### src/rtl/cpu_pkg.sv
// rtl/cpu_pkg.sv - shared stage indices and address type for the CPU core
package cpu_pkg;

   localparam int STAGE_PC  = 0;
   localparam int STAGE_IF  = 1;
   localparam int STAGE_ID  = 2;
   localparam int STAGE_EX  = 3;
   localparam int STAGE_MEM = 4;
   localparam int STAGE_WB  = 5;

   localparam int XLEN = 32;

   typedef logic [XLEN-1:0] addr_t;

endpackage

### src/rtl/prio_enc_msb.sv
// rtl/prio_enc_msb.sv - highest-set-bit priority encoder with valid flag
module prio_enc_msb #(
   parameter int W = 8
) (
   input  logic [W-1:0]                          req,
   output logic [((W > 1) ? $clog2(W) : 1)-1:0]  idx,
   output logic                                  valid
);

   localparam int IW = (W > 1) ? $clog2(W) : 1;

   // Later iterations overwrite earlier ones, so the highest set bit wins.
   always_comb begin
      idx   = '0;
      valid = |req;
      for (int i = 0; i < W; i++) begin
         if (req[i]) begin
            idx = IW'(i);
         end
      end
   end

endmodule

### src/rtl/pipe_hazard_ctrl.sv
// rtl/pipe_hazard_ctrl.sv - pipeline stall/flush controller with held redirects and deadlock watch
module pipe_hazard_ctrl
   import cpu_pkg::*;
#(
   parameter int NUM_STAGES = 6,
   parameter int ADDR_W     = 32,
   parameter int CNT_W      = 16,
   parameter int TIMEOUT    = 1024
) (
   input  logic                         clk,
   input  logic                         rst_n,
   input  logic [NUM_STAGES-1:0]        stall_req_i,
   input  logic [NUM_STAGES-1:0]        flush_req_i,
   input  logic [NUM_STAGES*ADDR_W-1:0] flush_tgt_i,
   output logic [NUM_STAGES-1:0]        stall_o,
   output logic [NUM_STAGES-1:0]        flush_o,
   output logic                         pc_redirect_o,
   output logic [ADDR_W-1:0]            pc_target_o,
   output logic [CNT_W-1:0]             stall_cnt_o,
   output logic                         deadlock_o
);

   localparam int SW = $clog2(NUM_STAGES);
   localparam logic [CNT_W-1:0] TIMEOUT_C = CNT_W'(TIMEOUT);

   logic [NUM_STAGES-1:0] stall_raw;
   logic [NUM_STAGES-1:0] bubble;
   logic [NUM_STAGES-1:0] kill;
   logic [NUM_STAGES-1:0] flush_raw;
   logic [NUM_STAGES-1:0] enc_req;

   logic [SW-1:0]         sel_idx;
   logic                  sel_valid;
   logic                  new_take;
   logic                  cand_valid;
   logic [SW-1:0]         cand_src;
   logic [ADDR_W-1:0]     new_tgt;
   logic [ADDR_W-1:0]     cand_tgt;
   logic                  apply_c;

   logic                  pend_valid;
   logic [SW-1:0]         pend_src;
   logic [ADDR_W-1:0]     pend_tgt;
   logic [CNT_W-1:0]      stall_cnt;
   logic [CNT_W-1:0]      run_cnt;
   logic                  deadlock;

   // An older stage stalling freezes every younger stage behind it.
   always_comb begin
      logic acc;
      acc       = 1'b0;
      stall_raw = '0;
      for (int i = NUM_STAGES - 1; i >= 0; i--) begin
         acc          = acc | stall_req_i[i];
         stall_raw[i] = acc;
      end
   end

   assign enc_req = {flush_req_i[NUM_STAGES-1:1], 1'b0};

   prio_enc_msb #(
      .W     (NUM_STAGES)
   ) u_redirect_sel (
      .req   (enc_req),
      .idx   (sel_idx),
      .valid (sel_valid)
   );

   always_comb begin
      new_tgt = '0;
      for (int i = STAGE_IF; i < NUM_STAGES; i++) begin
         if (sel_idx == SW'(i)) begin
            new_tgt = flush_tgt_i[i*ADDR_W +: ADDR_W];
         end
      end

      // A new request only displaces the held one if it comes from an older stage.
      new_take   = sel_valid && (!pend_valid || (sel_idx > pend_src));
      cand_valid = new_take || pend_valid;
      cand_src   = new_take ? sel_idx : pend_src;
      cand_tgt   = new_take ? new_tgt : pend_tgt;
      apply_c    = cand_valid && !stall_raw[cand_src];

      bubble = '0;
      kill   = '0;
      for (int i = STAGE_IF; i < NUM_STAGES; i++) begin
         bubble[i] = stall_raw[i-1] & ~stall_raw[i];
         kill[i]   = apply_c && (SW'(i) <= cand_src);
      end
      flush_raw = (bubble | kill) & ~stall_raw;
   end

   assign stall_o       = rst_n ? stall_raw : '0;
   assign flush_o       = rst_n ? flush_raw : {{(NUM_STAGES-1){1'b1}}, 1'b0};
   assign pc_redirect_o = rst_n && apply_c;
   assign pc_target_o   = (rst_n && apply_c) ? cand_tgt : '0;
   assign stall_cnt_o   = stall_cnt;
   assign deadlock_o    = deadlock;

   always_ff @(posedge clk) begin
      if (!rst_n) begin
         pend_valid <= 1'b0;
         pend_src   <= '0;
         pend_tgt   <= '0;
         stall_cnt  <= '0;
         run_cnt    <= '0;
         deadlock   <= 1'b0;
      end else begin
         if (apply_c) begin
            pend_valid <= 1'b0;
         end else if (cand_valid) begin
            pend_valid <= 1'b1;
            pend_src   <= cand_src;
            pend_tgt   <= cand_tgt;
         end

         if (stall_raw[0] && (stall_cnt != '1)) begin
            stall_cnt <= stall_cnt + 1'b1;
         end

         if (!stall_raw[0]) begin
            run_cnt <= '0;
         end else if (run_cnt != TIMEOUT_C) begin
            run_cnt <= run_cnt + 1'b1;
         end

         if (stall_raw[0] && (run_cnt == TIMEOUT_C - 1'b1)) begin
            deadlock <= 1'b1;
         end
      end
   end

endmodule

### config.mk
export PLATFORM = sky130hd
export DESIGN_NAME = pipe_hazard_ctrl
export DESIGN_NICKNAME = d
export VERILOG_FILES = /design/src/rtl/cpu_pkg.sv /design/src/rtl/prio_enc_msb.sv /design/src/rtl/pipe_hazard_ctrl.sv
export SDC_FILE = /design/constraint.sdc
export NUM_CORES = 1
export LEC_CHECK = 0
export CAP_MARGIN = 20
export CELL_PAD_IN_SITES_DETAIL_PLACEMENT = 0
export CELL_PAD_IN_SITES_GLOBAL_PLACEMENT = 1
export CORE_MARGIN = 3
export CORE_UTILIZATION = 27
export DETAILED_ROUTE_END_ITERATION = 8
export PLACE_DENSITY = 0.9
export SETUP_SLACK_MARGIN = 0.02
export SYNTH_ARGS = -nofsm -noshare
export SYNTH_HDL_FRONTEND = slang
export SYNTH_SLANG_ARGS = --single-unit
export TNS_END_PERCENT = 30
### constraint.sdc
create_clock -name clk -period 8.65 [get_ports clk]
set_input_delay 2.595 -clock clk [delete_from_list [all_inputs] [get_ports clk]]
set_output_delay 2.595 -clock clk [all_outputs]
set_load 0.005 [all_outputs]
# ---- After elaboration in Yosys (flattened, before gate mapping)
# Cells that the tools add are included.
# Widths: inputs -> output; s select.
dict set report op_classes {
  eq_ne 8
  bitwise 20
  order_cmp 7
  reduce_logical 18
  n_addsub 2
  mux 17
}
# cell count
set ops {}
lappend ops {{$mux 32} 7}
lappend ops {{$add 16x1->16 const B} 2}
lappend ops {{$eq 16x10->1 const B} 1}
lappend ops {{$ne 16x11->1 const B} 1}
lappend ops {{$ne 16x16->1 const B} 1}
lappend ops {{$mux 6} 2}
lappend ops {{$logic_and 1x1->1} 10}
lappend ops {{$mux 3} 3}
lappend ops {{$not 1->1} 7}
lappend ops {{$and 6x6->6} 1}
lappend ops {{$eq 3x2->1 const B} 2}
lappend ops {{$eq 3x3->1 const B} 2}
lappend ops {{$le 2x3->1 const A} 2}
lappend ops {{$le 3x3->1 const A} 2}
lappend ops {{$not 6->6} 1}
lappend ops {{$or 6x6->6} 1}
lappend ops {{$and 1x1->1} 5}
lappend ops {{$or 1x1->1} 5}
lappend ops {{$reduce_or 5->1} 1}
lappend ops {{$lt 3x4->1 const B} 1}
lappend ops {{$mux 2} 2}
lappend ops {{$reduce_and 2->1} 2}
lappend ops {{$bmux 1 s3} 1}
lappend ops {{$eq 3x1->1 const B} 1}
lappend ops {{6 further kinds} 9}
dict set report word_totals {
  out_inout_bits 62
  register_bits 69
  elab_cells 78
}

# ---- Depth between registers and ports, before layout
# Gate-level depths: netlist of the first run.
dict set report logic_depth {
  ltp_word 17
  mapped_depth 14
  mapped_depth_nobuf 12
}

# ---- By module
# A second synthesis of the first run with hierarchy kept.
dict set report hier_totals {
  cells_unflattened 674
  hier_area_um2 5342.6
}
# module instances seq_area_each_um2 cells_each area_each_um2
set by_module_without_submodules {}
lappend by_module_without_submodules {pipe_hazard_ctrl 1 1381.3 667 5295.1}
lappend by_module_without_submodules {prio_enc_msb 1 0.0 7 47.5}

# ---- Worst setup path after synthesis of the first run
# Ideal clock, no wire load.
dict set report synth_timing {
  path_type {input to output}
  startpoint {input port flush_req_i[5]}
  endpoint {output port pc_target_o[10]}
  path_buffers 4
  t_arrival_ps 5219
  path_slack_ps 836
  path_stages 13
  required_time_ps 6055
  path_cell_list {buf_6 -> clkbuf_1 -> nor2_1 -> ha_1 -> a2111o_1 -> nand2_1 -> a21oi_2 -> or3b_1 -> a32oi_2 -> buf_6 -> nand4_4 -> buf_2 -> nor2b_1}
}
dict set report synth_between {
  elab_chain_cells 11
  word_cells_on_any_way 24
  classes_between {1 x order compare; 5 x eq/ne; 11 x mux; 7 x reduce/logical}
}
# element line
set synth_rtl {}
lappend synth_rtl {{from (decl)} pipe_hazard_ctrl.sv:13} ;# input logic [NUM_STAGES-1:0] flush_req_i,
lappend synth_rtl {{$mux 3} prio_enc_msb.sv:17} ;# if (req[i]) begin
lappend synth_rtl {{$gt 3x3->1} pipe_hazard_ctrl.sv:78} ;# new_take = sel_valid && (!pend_valid || (sel_idx > pend_src));
lappend synth_rtl {{$logic_or 1x1->1} pipe_hazard_ctrl.sv:78}
lappend synth_rtl {{$logic_and 1x1->1} pipe_hazard_ctrl.sv:78}
lappend synth_rtl {{$mux 3} pipe_hazard_ctrl.sv:80} ;# cand_src = new_take ? sel_idx : pend_src;
lappend synth_rtl {{$bmux 1 s3} pipe_hazard_ctrl.sv:82} ;# apply_c = cand_valid && !stall_raw[cand_src];
lappend synth_rtl {{$mux 1 (not written as such)} pipe_hazard_ctrl.sv:82}
lappend synth_rtl {{$logic_not 1->1} pipe_hazard_ctrl.sv:82}
lappend synth_rtl {{$logic_and 1x1->1} pipe_hazard_ctrl.sv:82}
lappend synth_rtl {{$logic_and 1x1->1} pipe_hazard_ctrl.sv:96} ;# assign pc_target_o = (rst_n && apply_c) ? cand_tgt : '0;
lappend synth_rtl {{$mux 32 *} pipe_hazard_ctrl.sv:96}
lappend synth_rtl {{to (decl)} pipe_hazard_ctrl.sv:18} ;# output logic [ADDR_W-1:0] pc_target_o,
# Mark *: on every way between the ends. The rest lies on a longest branch, timed or not. The select of a mux whose other input is x is not followed.

# ---- Final worst setup path of the first run
dict set report layout_timing {
  startpoint {input port flush_req_i[2]}
  endpoint {output port pc_target_o[28]}
}
dict set report layout_between {
  elab_chain_cells 14
  word_cells_on_any_way 27
  classes_between {1 x order compare; 5 x eq/ne; 14 x mux; 7 x reduce/logical}
}
# element line
set layout_rtl {}
lappend layout_rtl {{$mux 2 (2 in series)} prio_enc_msb.sv:17}
lappend layout_rtl {{$mux 3 (2 in series)} prio_enc_msb.sv:17}
lappend layout_rtl {{$gt 3x3->1} pipe_hazard_ctrl.sv:78}
lappend layout_rtl {{$logic_or 1x1->1} pipe_hazard_ctrl.sv:78}
lappend layout_rtl {{$logic_and 1x1->1} pipe_hazard_ctrl.sv:78}
lappend layout_rtl {{$mux 3} pipe_hazard_ctrl.sv:80}
lappend layout_rtl {{$bmux 1 s3} pipe_hazard_ctrl.sv:82}
lappend layout_rtl {{$mux 1 (not written as such)} pipe_hazard_ctrl.sv:82}
lappend layout_rtl {{$logic_not 1->1} pipe_hazard_ctrl.sv:82}
lappend layout_rtl {{$logic_and 1x1->1} pipe_hazard_ctrl.sv:82}
lappend layout_rtl {{$logic_and 1x1->1} pipe_hazard_ctrl.sv:96}
lappend layout_rtl {{$mux 32 *} pipe_hazard_ctrl.sv:96}
# Marked as above.

==> out/metrics.cfg, run 1 <==
[synth]
synth_cells=582
synth-seq-cells=69
syn-cell-area_um2=4670
synth_edf_count=0
async_reset_ff_share_pct=0
yosysTopAreaCellShare_pct=29.6
yosysSeqAreaShare_pct=29.6
yosysWarnings=0
synth_cell_types=55
synthTopCellsByArea=dfxtp_1 30%, a22oi_1 10%, o21ai_0 7.6%
syn_nets=793
yosys.area.top_type=dfxtp_1
syn_area_per_cell_um2=8.02
synthFlopType=dfxtp_1

[timing]
fmax_mhz=118
setup_viol=0
timing.final.crit_share_pct=97.8
tightest_slew_ns=0.985
finalSetupTns_ns=0
rsz0062_at_grt=true
slew-limit-headroom_pct=33.5
finalHoldViolCount=0
fin_skew_ns=0.00760
fin_ws_ns=0.192
period_needed_ns=8.46
whs_ns=0.450
slew_viol_final=0

[power_and_ir_drop]
p_leak_uw=0.00324
total_power_uw=1090
comb_power_share_pct=32.0
net-switching-power_uw=323
swShare_pct=29.6
vdd_ir_drop_max_mv=0.0851
p_per_area_nw_per_um2=142
p_seq_share_pct=33.7
p_int_uw=767
power_frac_clock_pct=34.3

[floorplan]
start_util_pct=27.9
num_rows=47
die_h_um=137
die_w_um=137
core_um2=16800
die-area_um2=18900
pin_count=268

[cells_and_area]
final_cell_mix=207 x clkdlybuf4s50_1, 70 x o21ai_0, 69 x dfxtp_1, 64 x a22oi_1, 47 x nand2_1
final_common_cell=clkdlybuf4s50_1
drive_gt1_share_pct=8.13
area_delta_synth_final_pct=64.1
antenna_cells=0
instances_no_fill=1032
final_nets=1018

[critical_path]
max_stage_delay_ns=0.51
cp-endpoint=pc_target_o[28]
timing.critical_path.buf_inv=4
crit_slowest_cell=clkdlybuf4s50_1
cp-end-kind=primary output
crit_cells=15
worst_r2r_endpoint=pend_tgt[31]
rrSetupSlack_ns=5.33
cp.arrival_ns=5.86
path_cells=clkdlybuf4s50_1 -> inv_1 -> a21oi_2 -> nor2_2 -> nor2_1 -> ha_1 -> and2_1 -> a41oi_2 -> a21oi_2 -> or3b_1 -> a32oi_2 -> nand4_4 -> buf_12 -> nor2b_2 -> clkdlybuf4s50_1
worstPathMaxFanout=18
required_ns=6.06
critPathLaunch=flush_req_i[2]
reg2regPathDepth=12
startpoint_type=input pin
path_class=in2out
reg2reg_from=pend_src[2]
path_delay_family=buffers and inverters

[clock_network]
cts_buffers=9
hold_buffers=0
cts_root_buffer=clkbuf_16
htree_levels=3
cts_tree=built
numClockSinks=69
clock_path_buffers=2
clock_latency_ns=0.34
cts.clk_slew.worst_paths_ns=0.05

[drt]
wl_per_cell_um=15.6
wl_um=16100
drt-initial-drc-count=164
drt_pass1_iterations=5
vias=5100
antenna_left=0
drc=0
avgViaCountPerCell=4.94

[outcome]
status=completed

[min_path]
hp-start=pend_src[2]
hold_class=reg2reg

[placement]
dp_cells=1015
dp_hpwl_um=12400
dp_slack_ns=-0.0161
globalplace.congestion=0.772
numPortBuffers=233

[grt]
grt-ovfl-total=0
grt_pass1_vias=4815
grt_usage_pct=16.1
grt_pass1_wl_um=24100
antenna_found_initial=0
grt_max_degree=65

[flow_run]
maxCapViolations=0

-- sequential cells by signal, summed over array words and instances, names as in the netlist --
register,count
pend_src,3
deadlock_o,1
run_cnt,16
pend_tgt,32
pend_valid,1
stall_cnt_o,16
-- kinds of logic (layout without fill, tap and decap cells) --
family | Yosys count | after routing | synth area share [%]
compound gates | 201 | 201 | 30.0
xor+xnor | 27 | 27 | 5.07
fa+ha+maj | 5 | 5 | 1.34
buf+inv | 56 | 286 | 5.66
flops | 69 | 69 | 29.6
mux | 34 | 34 | 7.29
other cells | 1 | 1 | 0.0803
simple gates | 189 | 189 | 20.9
-- power by group through the flow --
stage	registers [uW]	clock network (uW)	logic [uW]
after floorplan	370	0	180
after global placement	373	0	348
after detailed placement	373	0	353
after CTS	367	389	354
after global routing	371	401	380
final	368	374	349
-- Yosys cell counts (4+ instances only) --
| cell | count |
|---|---|
| o21ai_0 | 71 |
| a22oi_1 | 64 |
| mux2i_1 | 34 |
| or3_1 | 4 |
| dfxtp_1 | 69 |
| nand2_1 | 49 |
| and2_1 | 6 |
| ha_1 | 5 |
| a21o_1 | 4 |
| nand4_1 | 5 |
| xnor2_1 | 9 |
| nor4_1 | 4 |
| xor2_1 | 18 |
| clkbuf_1 | 32 |
| nor2b_1 | 34 |
| a21oi_1 | 8 |
| inv_1 | 9 |
| and3_1 | 12 |
| and4_1 | 4 |
| buf_2 | 7 |
| nand3_1 | 10 |
| a22o_1 | 32 |
| nor3_1 | 6 |
| buf_6 | 5 |
| nor2_1 | 44 |
-- layer usage --
| metal | up-vias | global-route usage (%) | wire [um] |
|---|---|---|---|
| li1 | 2585 | - | - |
| met1 | 2342 | 20.3 | 7160 |
| met2 | 159 | 27.1 | 7940 |
| met3 | 14 | 4.05 | 824 |
| met4 | 0 | 4.43 | 175 |
| met5 | - | 0 | 0 |
-- worst min path at each step --
stage                   to  slack (ns)  cells past startpoint
2_1_floorplan  pend_src[2]        0.43                      1
3_3_place_gp   pend_src[2]        0.44                      1
3_5_place_dp   pend_src[2]        0.44                      1
4_1_cts        pend_src[2]        0.46                      1
5_1_grt        pend_src[2]        0.47                      1
6_report       pend_src[2]        0.45                      1
-- per-stage QoR --
stage | utilization, % | cell area (um2)
final | 45.7 | 7660
after global routing | 45.7 | 7660
after CTS | 45.2 | 7570
after detailed placement | 43.4 | 7270
after global placement | 43.4 | 7270
after floorplan | - | 4670
-- final cells by class --
type / count / area, um2
clock buffer: 9 / 225
clock inverter: 7 / 73.8
inverter: 10 / 37.5
timing repair buffer: 260 / 2620
fill: 1723 / 9100
tap: 220 / 275
multi-input combinational: 457 / 3050
sequential: 69 / 1380
-- what timing repair did --
action                                 in CTS  in global routing
buffers inserted                            0                  1
pin swaps                                   0                  4
cloned                                      0                  0
endpoints found under the hold margin       0                  0
setup endpoints to repair                   2                 38
resized for setup                           1                 32
Note: power is estimated with default switching activity, not from simulation.
==> run 2: changes to the inputs <==
Settings changed: GPL_ROUTABILITY_DRIVEN set to 0.
==> results of run 2 <==
The final DEF is identical to that of run 1; final timing and power are the same.
==> run 3: changes to the inputs <==
Settings changed: CORE_MARGIN 3 to not set.
==> run 3 against run 2 <==
Compared with the run above:
- first-iteration DRC count increased by 28%
- register-to-register slack about the same
- clock-buffer cell count grew 2
- power up 3.8%
- critical path depth fell by 1
- maximum frequency down 1.2%
- worst setup slack lost 0.11 ns
- sequential power about the same
- clock skew about the same
- via count up 0.98%
- clock power is 11% higher
==> out/metrics.cfg, run 3 (same netlist as run 1, synthesis figures left out) <==
[critical_path]
crit_slowest_cell=clkdlybuf4s50_1
path_class=in2out
startpoint_type=input pin
cpMostUsedCell=clkdlybuf4s50_1
worstPathMaxFanout=13  ; -5
required_ns=6.06  ; about the same
cp-end-kind=primary output
path_cells=clkdlybuf4s50_1 -> nor2_4 -> inv_2 -> ha_1 -> inv_1 -> a2111o_1 -> nand2_2 -> a21oi_2 -> or3b_1 -> a32oi_2 -> nand4_4 -> buf_6 -> nor2b_1 -> clkdlybuf4s50_1
max_stage_delay_ns=0.53  ; +0.02 ns
reg2reg_from=pend_src[2]
cp.arrival_ns=5.97  ; +0.11 ns
critPathLaunch=flush_req_i[4]

[floorplan]
die_h_um=133  ; -2.9%
die_w_um=133  ; -2.9%
core_um2=16800  ; unchanged
pin_count=268  ; unchanged
die-area_um2=17800  ; -5.7%
start_util_pct=27.9  ; unchanged
num_rows=47  ; unchanged

[drt]
wl_met2_um=7860  ; -1.1%
avgViaCountPerCell=4.99  ; +0.98%
antenna_left=0  ; unchanged
wl_per_cell_um=15.6  ; -0.23%
vias=5150  ; +0.98%
wl_met3_um=850  ; +3.2%
drt_pass1_iterations=5  ; unchanged
routed.top_layer=met4
drc=0  ; unchanged
wl_um=16100  ; -0.23%
met1Wirelength_um=7150  ; about the same
drt-initial-drc-count=210  ; +28%

[cells_and_area]
instances_no_fill=1032  ; unchanged
largest-register=pend_tgt
final_cell_mix=214 x clkdlybuf4s50_1, 70 x o21ai_0, 69 x dfxtp_1, 64 x a22oi_1, 47 x nand2_1
antenna_cells=0  ; unchanged
drive_gt1_share_pct=8.13  ; unchanged
final_nets=1018  ; unchanged
largest_reg_flops=32  ; unchanged
utilization_pct=45.9  ; +0.19 points
final_common_cell=clkdlybuf4s50_1
area_delta_synth_final_pct=64.8

[grt]
antenna_found_initial=0  ; unchanged
grt_pass1_vias=4920  ; +2.2%
grt-ovfl-total=0  ; unchanged
grt_pass1_wl_um=25100  ; +4.4%
grt_max_degree=65  ; unchanged
grt_usage_pct=17.8  ; +1.8 points

[clock_network]
clock_path_buffers=2  ; unchanged
cts_buffers=9  ; unchanged
numClockSinks=69  ; unchanged
cts_root_buffer=clkbuf_16
cts-resized-gates=0  ; -1
hold_buffers=0  ; unchanged
cts.clk_slew.worst_paths_ns=0.05  ; about the same
cts_setup_buffers=0  ; unchanged
htree_levels=3  ; unchanged
clock_latency_ns=0.34  ; about the same
cts_tree=built

[timing]
fmax_mhz=117  ; -1.2%
setup_viol=0  ; unchanged
tightest_slew_ns=0.990  ; +0.00536 ns
rsz0062_at_grt=true
finalSetupTns_ns=0  ; unchanged
finalHoldViolCount=0  ; unchanged
whs_ns=0.457  ; +0.00668 ns
timing.final.crit_share_pct=99.0  ; +1.2 points
fin_skew_ns=0.00752  ; -0.0000883 ns
slew-limit-headroom_pct=33.8  ; +0.36 points
period_needed_ns=8.56  ; +0.106 ns
slew_viol_final=0  ; unchanged

[outcome]
status=completed

[placement]
numPortBuffers=233  ; unchanged
dp_hpwl_um=12100  ; -2.4%
dp_cells=1016  ; +0.099%

[power_and_ir_drop]
vdd_ir_drop_max_mv=0.108  ; +27%
p_leak_uw=0.00314  ; -3.1%
total_power_uw=1130  ; +3.8%
net-switching-power_uw=318  ; -1.5%
comb_power_share_pct=30.9  ; -1.1 points
swShare_pct=28.1  ; -1.5 points
power_frac_clock_pct=36.6  ; +2.3 points
p_seq_share_pct=32.5  ; -1.2 points
p_int_uw=813  ; +6.0%
p_per_area_nw_per_um2=147  ; +3.3%

[min_path]
hp-start=pend_src[2]
hold_class=reg2reg

[flow_run]
maxCapViolations=0  ; unchanged

## run 3: path summary, 6_finish.rpt
kind,cells after the start,endpoint,slack (ns)
setup / recovery,14,pc_target_o[31],0.09
hold reg to reg,1,pend_src[2],0.46
hold / removal,1,pend_src[2],0.46
setup reg to reg,11,pend_tgt[31],5.34
## run 3: power by group through the flow
| stage | Sequential (uW) | Clock [uW] | Combinational [uW] |
|---|---|---|---|
| 2_1_floorplan | 370 | 0 | 180 |
| 3_3_place_gp | 373 | 0 | 345 |
| 3_5_place_dp | 374 | 0 | 349 |
| 4_1_cts | 368 | 427 | 351 |
| 5_1_grt | 372 | 440 | 383 |
| 6_report | 368 | 414 | 350 |
## run 3: routing by layer
metal	up-vias	GRT usage, %
met2	175	30.4
met1	2372	22.5
li1	2590	-
met3	13	3.96
met5	-	0
met4	0	4.99
## run 3: worst max-delay path: cells and delay by family
family                   cells  cell delay [ns]
AO/OA/AOI/OAI                3             0.70
AND/OR/NAND/NOR              5             0.95
adder cells (fa/ha/maj)      1             0.32
buffers and inverters        5             1.37
## run 3: per-stage QoR
stage / setup WS [ns] / cell area (um2)
after global routing: -0.0984 / 7690
after detailed placement: 0.0406 / 7280
after floorplan: 0.836 / 4670
final: 0.0862 / 7690
after CTS: 0.0388 / 7620
after global placement: 0.0574 / 7280
## run 3: area by class of cell
| type | count | area [um2] |
|---|---|---|
| multi-input cells | 457 | 3050 |
| well taps | 220 | 275 |
| clock buffers | 11 | 253 |
| fillers | 1690 | 9070 |
| repair buffers | 260 | 2620 |
| inverters | 10 | 37.5 |
| flip-flops and latches | 69 | 1380 |
| clock inverters | 5 | 81.3 |
